===== src/rtl/eth_gmii_frame_tx.sv =====
// GMII Ethernet frame transmitter: preamble/SFD, header, payload with optional
// zero padding, CRC-32 FCS and inter-frame gap, with underrun/overlength abort.
module eth_gmii_frame_tx #(
  parameter int IFG_BYTES   = 12,
  parameter int MIN_PAYLOAD = 46,
  parameter int MAX_PAYLOAD = 1500,
  parameter bit PAD_EN      = 1'b1
) (
  input  logic        gmii_tx_clk,
  input  logic        rst_n,
  input  logic        start,
  input  logic [47:0] dst_mac,
  input  logic [47:0] src_mac,
  input  logic [15:0] eth_type,
  input  logic [7:0]  pl_data,
  input  logic        pl_valid,
  input  logic        pl_last,
  output logic        pl_ready,
  output logic        gmii_tx_en,
  output logic        gmii_tx_er,
  output logic [7:0]  gmii_tx_data,
  output logic        busy,
  output logic        done,
  output logic        err,
  output logic        phy_rst_n
);

  typedef enum logic [2:0] {IDLE, PRE, SFD, HDR, PAY, PAD, FCS, IFG} state_t;

  localparam logic [10:0] MAX_CNT  = 11'(MAX_PAYLOAD);
  localparam logic [10:0] MIN_CNT  = 11'(MIN_PAYLOAD);
  localparam logic [7:0]  IFG_LAST = 8'(IFG_BYTES - 1);

  // The state names the phase of the byte driven at the next clock edge,
  // so pl_ready can be registered without a gap between header and payload.
  state_t        state;
  logic [7:0]    cnt;
  logic [10:0]   pl_cnt;
  logic [10:0]   pl_cnt_inc;
  logic [111:0]  hdr;
  logic [31:0]   crc;
  logic          aborted;
  logic          phy_meta;

  assign pl_cnt_inc = pl_cnt + 11'd1;

  function automatic logic [31:0] crc_byte(input logic [31:0] c, input logic [7:0] d);
    logic [31:0] r;
    r = c ^ {24'd0, d};
    for (int i = 0; i < 8; i++)
      r = r[0] ? ((r >> 1) ^ 32'hEDB8_8320) : (r >> 1);
    return r;
  endfunction

  always_ff @(posedge gmii_tx_clk or negedge rst_n) begin
    if (!rst_n) begin
      // NOTE: sequential state uses non-blocking assignments only, so every
      // branch below reads the values from before this clock edge.
      state        <= IDLE;
      cnt          <= '0;
      pl_cnt       <= '0;
      hdr          <= '0;
      crc          <= '0;
      aborted      <= 1'b0;
      pl_ready     <= 1'b0;
      gmii_tx_en   <= 1'b0;
      gmii_tx_er   <= 1'b0;
      gmii_tx_data <= '0;
      busy         <= 1'b0;
      done         <= 1'b0;
      err          <= 1'b0;
    end else begin
      done       <= 1'b0;
      err        <= 1'b0;
      gmii_tx_er <= 1'b0;
      case (state)
        IDLE: begin
          gmii_tx_en   <= 1'b0;
          gmii_tx_data <= '0;
          if (busy) begin
            busy <= 1'b0;
          end else if (start) begin
            busy         <= 1'b1;
            hdr          <= {dst_mac, src_mac, eth_type};
            crc          <= 32'hFFFF_FFFF;
            pl_cnt       <= '0;
            cnt          <= 8'd1;
            aborted      <= 1'b0;
            gmii_tx_en   <= 1'b1;
            gmii_tx_data <= 8'h55;
            state        <= PRE;
          end
        end
        PRE: begin
          gmii_tx_data <= 8'h55;
          if (cnt == 8'd6) state <= SFD;
          else             cnt   <= cnt + 8'd1;
        end
        SFD: begin
          gmii_tx_data <= 8'hD5;
          cnt          <= '0;
          state        <= HDR;
        end
        HDR: begin
          gmii_tx_data <= hdr[111:104];
          hdr          <= hdr << 8;
          crc          <= crc_byte(crc, hdr[111:104]);
          if (cnt == 8'd13) begin
            state    <= PAY;
            pl_ready <= (MAX_CNT != 11'd0);
          end else begin
            cnt <= cnt + 8'd1;
          end
        end
        PAY: begin
          if (pl_ready && pl_valid) begin
            gmii_tx_data <= pl_data;
            crc          <= crc_byte(crc, pl_data);
            pl_cnt       <= pl_cnt_inc;
            if (pl_last) begin
              pl_ready <= 1'b0;
              cnt      <= '0;
              state    <= (PAD_EN && (pl_cnt_inc < MIN_CNT)) ? PAD : FCS;
            end else begin
              pl_ready <= (pl_cnt_inc < MAX_CNT);
            end
          end else begin
            // Underrun, or MAX_PAYLOAD reached without pl_last: poison one byte.
            gmii_tx_er   <= 1'b1;
            gmii_tx_data <= '0;
            pl_ready     <= 1'b0;
            err          <= 1'b1;
            aborted      <= 1'b1;
            cnt          <= '0;
            state        <= IFG;
          end
        end
        PAD: begin
          gmii_tx_data <= '0;
          crc          <= crc_byte(crc, 8'h00);
          pl_cnt       <= pl_cnt_inc;
          if (pl_cnt_inc >= MIN_CNT) begin
            cnt   <= '0;
            state <= FCS;
          end
        end
        FCS: begin
          gmii_tx_data <= ~crc[{cnt[1:0], 3'b000} +: 8];
          if (cnt == 8'd3) begin
            cnt   <= '0;
            state <= IFG;
          end else begin
            cnt <= cnt + 8'd1;
          end
        end
        IFG: begin
          gmii_tx_en   <= 1'b0;
          gmii_tx_data <= '0;
          if (cnt == IFG_LAST) begin
            done  <= ~aborted;
            cnt   <= '0;
            state <= IDLE;
          end else begin
            cnt <= cnt + 8'd1;
          end
        end
        default: state <= IDLE;
      endcase
    end
  end

  always_ff @(posedge gmii_tx_clk or negedge rst_n) begin
    if (!rst_n) {phy_rst_n, phy_meta} <= 2'b00;
    else        {phy_rst_n, phy_meta} <= {phy_meta, 1'b1};
  end

endmodule


===== config.mk =====
export PLATFORM = sky130hd
export DESIGN_NAME = eth_gmii_frame_tx
export DESIGN_NICKNAME = d
export VERILOG_FILES = /design/src/rtl/eth_gmii_frame_tx.sv
export SDC_FILE = /design/constraint.sdc
export NUM_CORES = 1
export LEC_CHECK = 0
export CORE_MARGIN = 5
export CORE_UTILIZATION = 50
export CTS_CLUSTER_SIZE = 28
export DETAILED_ROUTE_END_ITERATION = 7
export GPL_ROUTABILITY_DRIVEN = 0
export PLACE_DENSITY = 0.73
export SYNTH_ARGS = -nofsm -noshare
export SYNTH_HDL_FRONTEND = slang
export SYNTH_SLANG_ARGS = --single-unit
export TNS_END_PERCENT = 5

===== constraint.sdc =====
create_clock -name gmii_tx_clk -period 2.95 [get_ports gmii_tx_clk]
set_input_delay 0.885 -clock gmii_tx_clk [delete_from_list [all_inputs] [get_ports gmii_tx_clk]]
set_output_delay 0.885 -clock gmii_tx_clk [all_outputs]
set_load 0.05 [all_outputs]

==> results of run 1 <==
[cell families after synthesis]
logic type	count (synthesis)	share of synthesized area (%)
and+or+nand+nor	288	10.9
AOI/OAI and AO/OA	286	15.4
xor gates and xnor gates	195	16.4
DFF	182	41.2
muxes	116	11.4
buffers and inverters	102	4.17
adders and majority gates	4	0.452
other	1	0.0339
[sequential cells by signal (all words and copies together) (netlist names)]
register,cells
phy_rst_n,1
gmii_tx_data,8
pl_ready,1
hdr,112
done,1
busy,1
phy_meta,1
aborted,1
cnt,8
gmii_tx_en,1
state,3
err,1
pl_cnt,11
crc,32
[power by group through the flow]
stage | sequential (mW) | combinational, mW | clock, mW
floorplan | 2.55 | 0.202 | 0
global placement | 2.54 | 0.512 | 0
detailed placement | 2.54 | 0.517 | 0
CTS | 2.49 | 0.522 | 2.43
global route | 2.49 | 0.563 | 2.53
finish | 2.49 | 0.521 | 2.39
[per-layer routing]
layer  share of wire [%]  vias to the layer above  wire, um  global-route usage [%]
li1                    -                     4331         -                       -
met1                  42                     4306     13100                    32.8
met2                  45                      442     14200                    38.1
met3                 9.3                       82      2900                    6.71
met4                 3.1                        0       970                    8.21
met5                   0                        -         0                       0
[per-stage QoR]
stage	worst slack [ns]	utilization, %
detailed placement	-0.0677	59.8
finish	0.352	62.6
floorplan	0.437	-
global route	0.223	62.6
global placement	-0.0200	59.8
CTS	0.358	62.6
[synthesized netlist by cell type (7+ instances only)]
cell type	n	area (um2)
nand3_1	14	70.1
mux2i_1	107	1070
mux4_2	7	158
inv_1	13	48.8
dfrtp_1	182	4550
o22a_1	7	61.3
nor2_1	75	282
buf_2	14	70.1
clkbuf_1	56	210
nand2b_1	7	43.8
a221oi_1	8	70.1
a211oi_1	9	67.6
a21oi_1	37	185
o21ai_0	155	776
o22ai_1	13	81.3
xnor2_2	8	130
xor2_1	51	447
xnor2_1	133	1160
a22oi_1	9	67.6
nand2_1	159	597
[worst max path at each step]
stage / startpoint / end / slack [ns] / depth (start not counted)
CTS: pl_data[1] / crc[23]$_DFFE_PN0P_ / 0.36 / 8
floorplan: pl_data[1] / crc[23]$_DFFE_PN0P_ / 0.44 / 8
detailed placement: pl_data[1] / crc[23]$_DFFE_PN0P_ / -0.07 / 8
finish: pl_data[1] / crc[23]$_DFFE_PN0P_ / 0.35 / 8
global route: pl_data[1] / crc[20]$_DFFE_PN0P_ / 0.22 / 8
global placement: pl_data[1] / crc[18]$_DFFE_PN0P_ / -0.02 / 8
[final cells by class]
| class | count | area [um2] | area share (%) |
|---|---|---|---|
| timing repair buffer | 212 | 2030 | 14.9 |
| inverter | 13 | 48.8 | 0.357 |
| sequential | 182 | 4550 | 33.4 |
| clock inverter | 12 | 155 | 1.14 |
| multi-input combinational | 890 | 6060 | 44.4 |
| clock buffer | 20 | 447 | 3.27 |
| tap | 280 | 350 | 2.57 |
[cell usage in the layout (no fill, tap or decap), types with 6 or more instances in the layout]
cell,instances
o22ai_1,13
nand3_1,14
a31oi_1,6
nand2_1,159
xnor2_1,133
dfrtp_1,182
xnor2_2,8
clkbuf_16,17
clkdlybuf4s50_1,138
mux2i_1,107
nand2b_1,7
o21ai_0,155
inv_1,13
nor3_1,6
and3_1,6
a21oi_1,37
a211oi_1,9
buf_12,7
buf_4,66
a221oi_1,8
mux4_2,7
o22a_1,7
xor2_1,51
a22oi_1,9
nor2_1,74
==> results.cfg, run 1 <==
[status]
outcome = finished, final reports clean

[worst_setup_path]
reg2reg_from = pl_cnt[0]$_DFFE_PN0P_
cp_data_arrival_time_ns = 2.94
crit_buf_inv = 1
worstPathRequired_ns = 3.29
regToRegEndpoint = cnt[1]$_DFFE_PN0P_
crit_path_cell_trace = clkdlybuf4s50_1 > xnor2_1 > xnor2_2 > xnor2_2 > xnor2_1 > o211a_1 > nor3_1 > a211oi_1
reg2reg_slack_ns = 0.39
cp-end-kind = register
crit_path_max_fanout = 4
crit_family = XOR/XNOR gates
slowest_delay_ns = 0.58
cp_slowest_cell = clkdlybuf4s50_1
reg2regPathDepth = 7
critPathKind = in2reg
startpoint_type = input pin

[synthesis]
synth-seq-cells = 182
synth_ff_type = dfrtp_1
async_reset_ff_share_pct = 100
synthesis.area_mm2 = 0.0111
avgSynthCellArea_um2 = 9.42
yosysWarnings = 0
synth_edf_count = 0
synth_cells = 1174
syn-num-nets = 1303
synthDistinctLibCells = 67
ys_seq_area_share_pct = 41.2

[sta]
rsz0062_at_grt = no
max_freq_mhz = 385
relSlewSlack_pct = 46.5
holdWs_ns = 0.352
hold_viol = 0
slew_violations = 0
setup_tns_ns = 0
setup_viol_count_final = 0
final.period_utilization_pct = 88.1
min_period_ns = 2.60
worst_slew_pin_slew_ns = 0.799
skew_ns = 0.0153

[floorplan]
boundaryPins = 140
die_h_um = 159
core_mm2 = 0.0218
num_rows = 54
die_w_um = 159
die_area_mm2 = 0.0252
start_util_pct = 50.7

[global_routing]
grt_max_degree = 65
antenna_found_initial = 0
grt_pass1_wl_um = 50500
grt_overflow = 0
track_usage_pct = 24.4
grt_pass1_vias = 9207

[clocking]
cts_setup_buffers = 0
numClockSinks = 182
htreeDepth = 4
cts_resized = 0
clockBufferDepth = 2
clk_pin_slew_worst_paths_ns = 0.07
cts_made_buffers = 17
clock_latency_ns = 0.43
tritoncts = done
clock-root-buffer = clkbuf_16
cts-hold-fix-buffers = 0

[detailed_routing]
drtIter0Drc = 853
drcViolationCount = 0
wl_um = 31200
via_count = 9161
wl_per_cell_um = 19.4
ant_nets = 0
viasPerCell = 5.69
dr.pass1.iters = 5

[placed_design]
place_inst = 1577
io_buffers = 139
dpl_cell_area_mm2 = 0.0130
dp_hpwl_um = 22600

[power]
pwr-share-seq_pct = 46.1
p_int_mw = 4.09
clockPowerShare_pct = 44.2
swShare_pct = 24.3
p_sw_mw = 1.32
p_comb_share_pct = 9.6
finalPower_mw = 5.41
p_per_area_mw_per_mm2 = 396
ir_drop_mv = 0.383
p_leak_nw = 5.50

[final_layout]
area_growth_syn_to_layout_pct = 23.4
n_fill_cell = 1816
drive_gt1_share_pct = 9.93
diodes = 0
stdcell_count = 1609
nets = 1445
design_area_mm2 = 0.0137

[hold_path]
hold_depth = 0
min_from = phy_meta$_DFF_PN0_
hp-class = reg2reg
whs_endpoint = phy_rst_n$_DFF_PN0_

[run]
cap_violations = 0
Note: power is estimated with default switching activity, not from simulation.
==> run 2, diff against run 1 <==
ABC_CLOCK_PERIOD_IN_PS = 2950   (was not set)
CORE_UTILIZATION = 54   (was 50)
PLACE_DENSITY = 0.78   (was 0.73)
==> run 2 against run 1 <==
Fmax is 0.35% lower. Setup slack worse by 0.0091 ns. First-iteration DRC count is 9.0% lower. Register-to-register slack worse by 0.05 ns. Clock skew is 0.00055 ns higher. Sequential share of layout area hardly changed. Final cell count is 0.68% lower.
==> results.cfg, run 2 (synthesis gave the netlist of run 1 again) <==
[status]
outcome = finished, final reports clean

[floorplan]
start_util_pct = 54.7
boundaryPins = 140
num_rows = 52
die_h_um = 153
core_mm2 = 0.0202
die_area_mm2 = 0.0234
die_w_um = 153

[final_layout]
area_growth_syn_to_layout_pct = 23.2
drive_gt1_share_pct = 10.0
reg_top3 = hdr x112, crc x32, pl_cnt x11
fin_util_pct = 67.4
n_fill_cell = 1587
stdcell_count = 1598
nets = 1445
layout_commonest_cell = dfrtp_1
largest_reg_flops = 112
final_cell_mix = dfrtp_1 (182), nand2_1 (159), o21ai_0 (155), clkdlybuf4s50_1 (138), xnor2_1 (133)
diodes = 0
top_register = hdr

[sta]
setup_viol_count_final = 0
rsz0062_at_grt = no
relSlewSlack_pct = 46.8
setup_tns_ns = 0
skew_ns = 0.0158
slew_violations = 0
final.period_utilization_pct = 88.4
holdWs_ns = 0.351
hold_viol = 0
min_period_ns = 2.61
worst_slew_pin_slew_ns = 0.795
max_freq_mhz = 384

[global_routing]
grt_pass1_wl_um = 49400
grt_pass1_vias = 9241
track_usage_pct = 26.1
antenna_found_initial = 1
grt_overflow = 0
grt_max_degree = 73

[worst_setup_path]
startpoint_type = register
cp-end-kind = register
slowest_delay_ns = 0.74
crit_family = XOR/XNOR gates
crit_path_cell_trace = xor2_1 > xnor2_1 > xor2_1 > xnor2_1 > o22ai_1 > o22a_1
worstPathRequired_ns = 3.27
critPathKind = reg2reg
cp_slowest_cell = dfrtp_1
crit_path_max_fanout = 8
crit_buf_inv = 0
cp_data_arrival_time_ns = 2.93

[detailed_routing]
drcViolationCount = 0
viasPerCell = 5.83
via_count = 9324
dr.pass1.iters = 6
wl_um = 30600
wl_per_cell_um = 19.2
ant_nets = 0
drtIter0Drc = 776

[power]
pwr-share-seq_pct = 47.2
clockPowerShare_pct = 42.7
p_leak_nw = 5.49
finalPower_mw = 5.29
p_comb_share_pct = 10.1
ir_drop_mv = 0.379
p_per_area_mw_per_mm2 = 388
p_int_mw = 3.93
p_sw_mw = 1.36
swShare_pct = 25.7

[clocking]
clockBufferDepth = 2
cts_setup_buffers = 0
cts_made_buffers = 17
clock_latency_ns = 0.45
htreeDepth = 4
cts-hold-fix-buffers = 0
cts_resized = 0
numClockSinks = 182
tritoncts = done
clock-root-buffer = clkbuf_16
clk_pin_slew_worst_paths_ns = 0.07

[hold_path]
hp-class = reg2reg

[run]
cap_violations = 0

[placed_design]
io_buffers = 139
place_inst = 1567
dp_hpwl_um = 21900
## run 2: area by class of cell
cell class	instances	area, um2	area share [%]
multi-input cells	890	6060	44.5
flip-flops and latches	182	4550	33.4
well taps	270	338	2.48
repair buffers	212	2040	15.0
clock inverters	14	156	1.15
inverters	13	48.8	0.358
clock buffers	17	425	3.12
## run 2: final timing paths
path / from / endpoint / slack, ns / depth (start not counted)
hold / removal: phy_meta$_DFF_PN0_ / phy_rst_n$_DFF_PN0_ / 0.35 / 0
setup reg to reg: crc[1]$_DFFE_PN0P_ / crc[18]$_DFFE_PN0P_ / 0.34 / 6
hold reg to reg: phy_meta$_DFF_PN0_ / phy_rst_n$_DFF_PN0_ / 0.35 / 0
min in group asynchronous: rst_n / cnt[5]$_DFFE_PN0P_ / 0.43 / 1
setup / recovery: crc[1]$_DFFE_PN0P_ / crc[18]$_DFFE_PN0P_ / 0.34 / 6
max in group asynchronous: rst_n / hdr[74]$_DFFE_PN0P_ / 1.80 / 2
## run 2: power by group through the flow
| stage | logic [mW] | clock network [mW] | registers [mW] |
|---|---|---|---|
| floorplan | 0.202 | 0 | 2.55 |
| global placement | 0.525 | 0 | 2.54 |
| detailed placement | 0.526 | 0 | 2.54 |
| global route | 0.571 | 2.40 | 2.49 |
| finish | 0.534 | 2.26 | 2.49 |
| CTS | 0.532 | 2.31 | 2.49 |
## run 2: per-stage QoR
step	setup slack, ns	instance area (um2)
finish	0.343	13600
global route	0.242	13600
CTS	0.352	13600
detailed placement	-0.0344	13000
global placement	0.0249	13000
floorplan	0.437	11100
## run 2: layer usage
metal	global-route usage (%)	wire length, um	up-vias	share of wire [%]
met5	0	13	-	0.042
met4	11.6	1360	2	4.4
met2	41.5	14200	469	46
li1	-	-	4325	-
met1	33.1	12100	4417	39
met3	7.63	2990	111	9.8
## run 2: worst register-to-register path: stages (launching register included)
cell     delay [ns]
dfrtp_1        0.74
xor2_1         0.60
xnor2_1        0.35
xor2_1         0.23
xnor2_1        0.21
o22ai_1        0.13
o22a_1         0.23
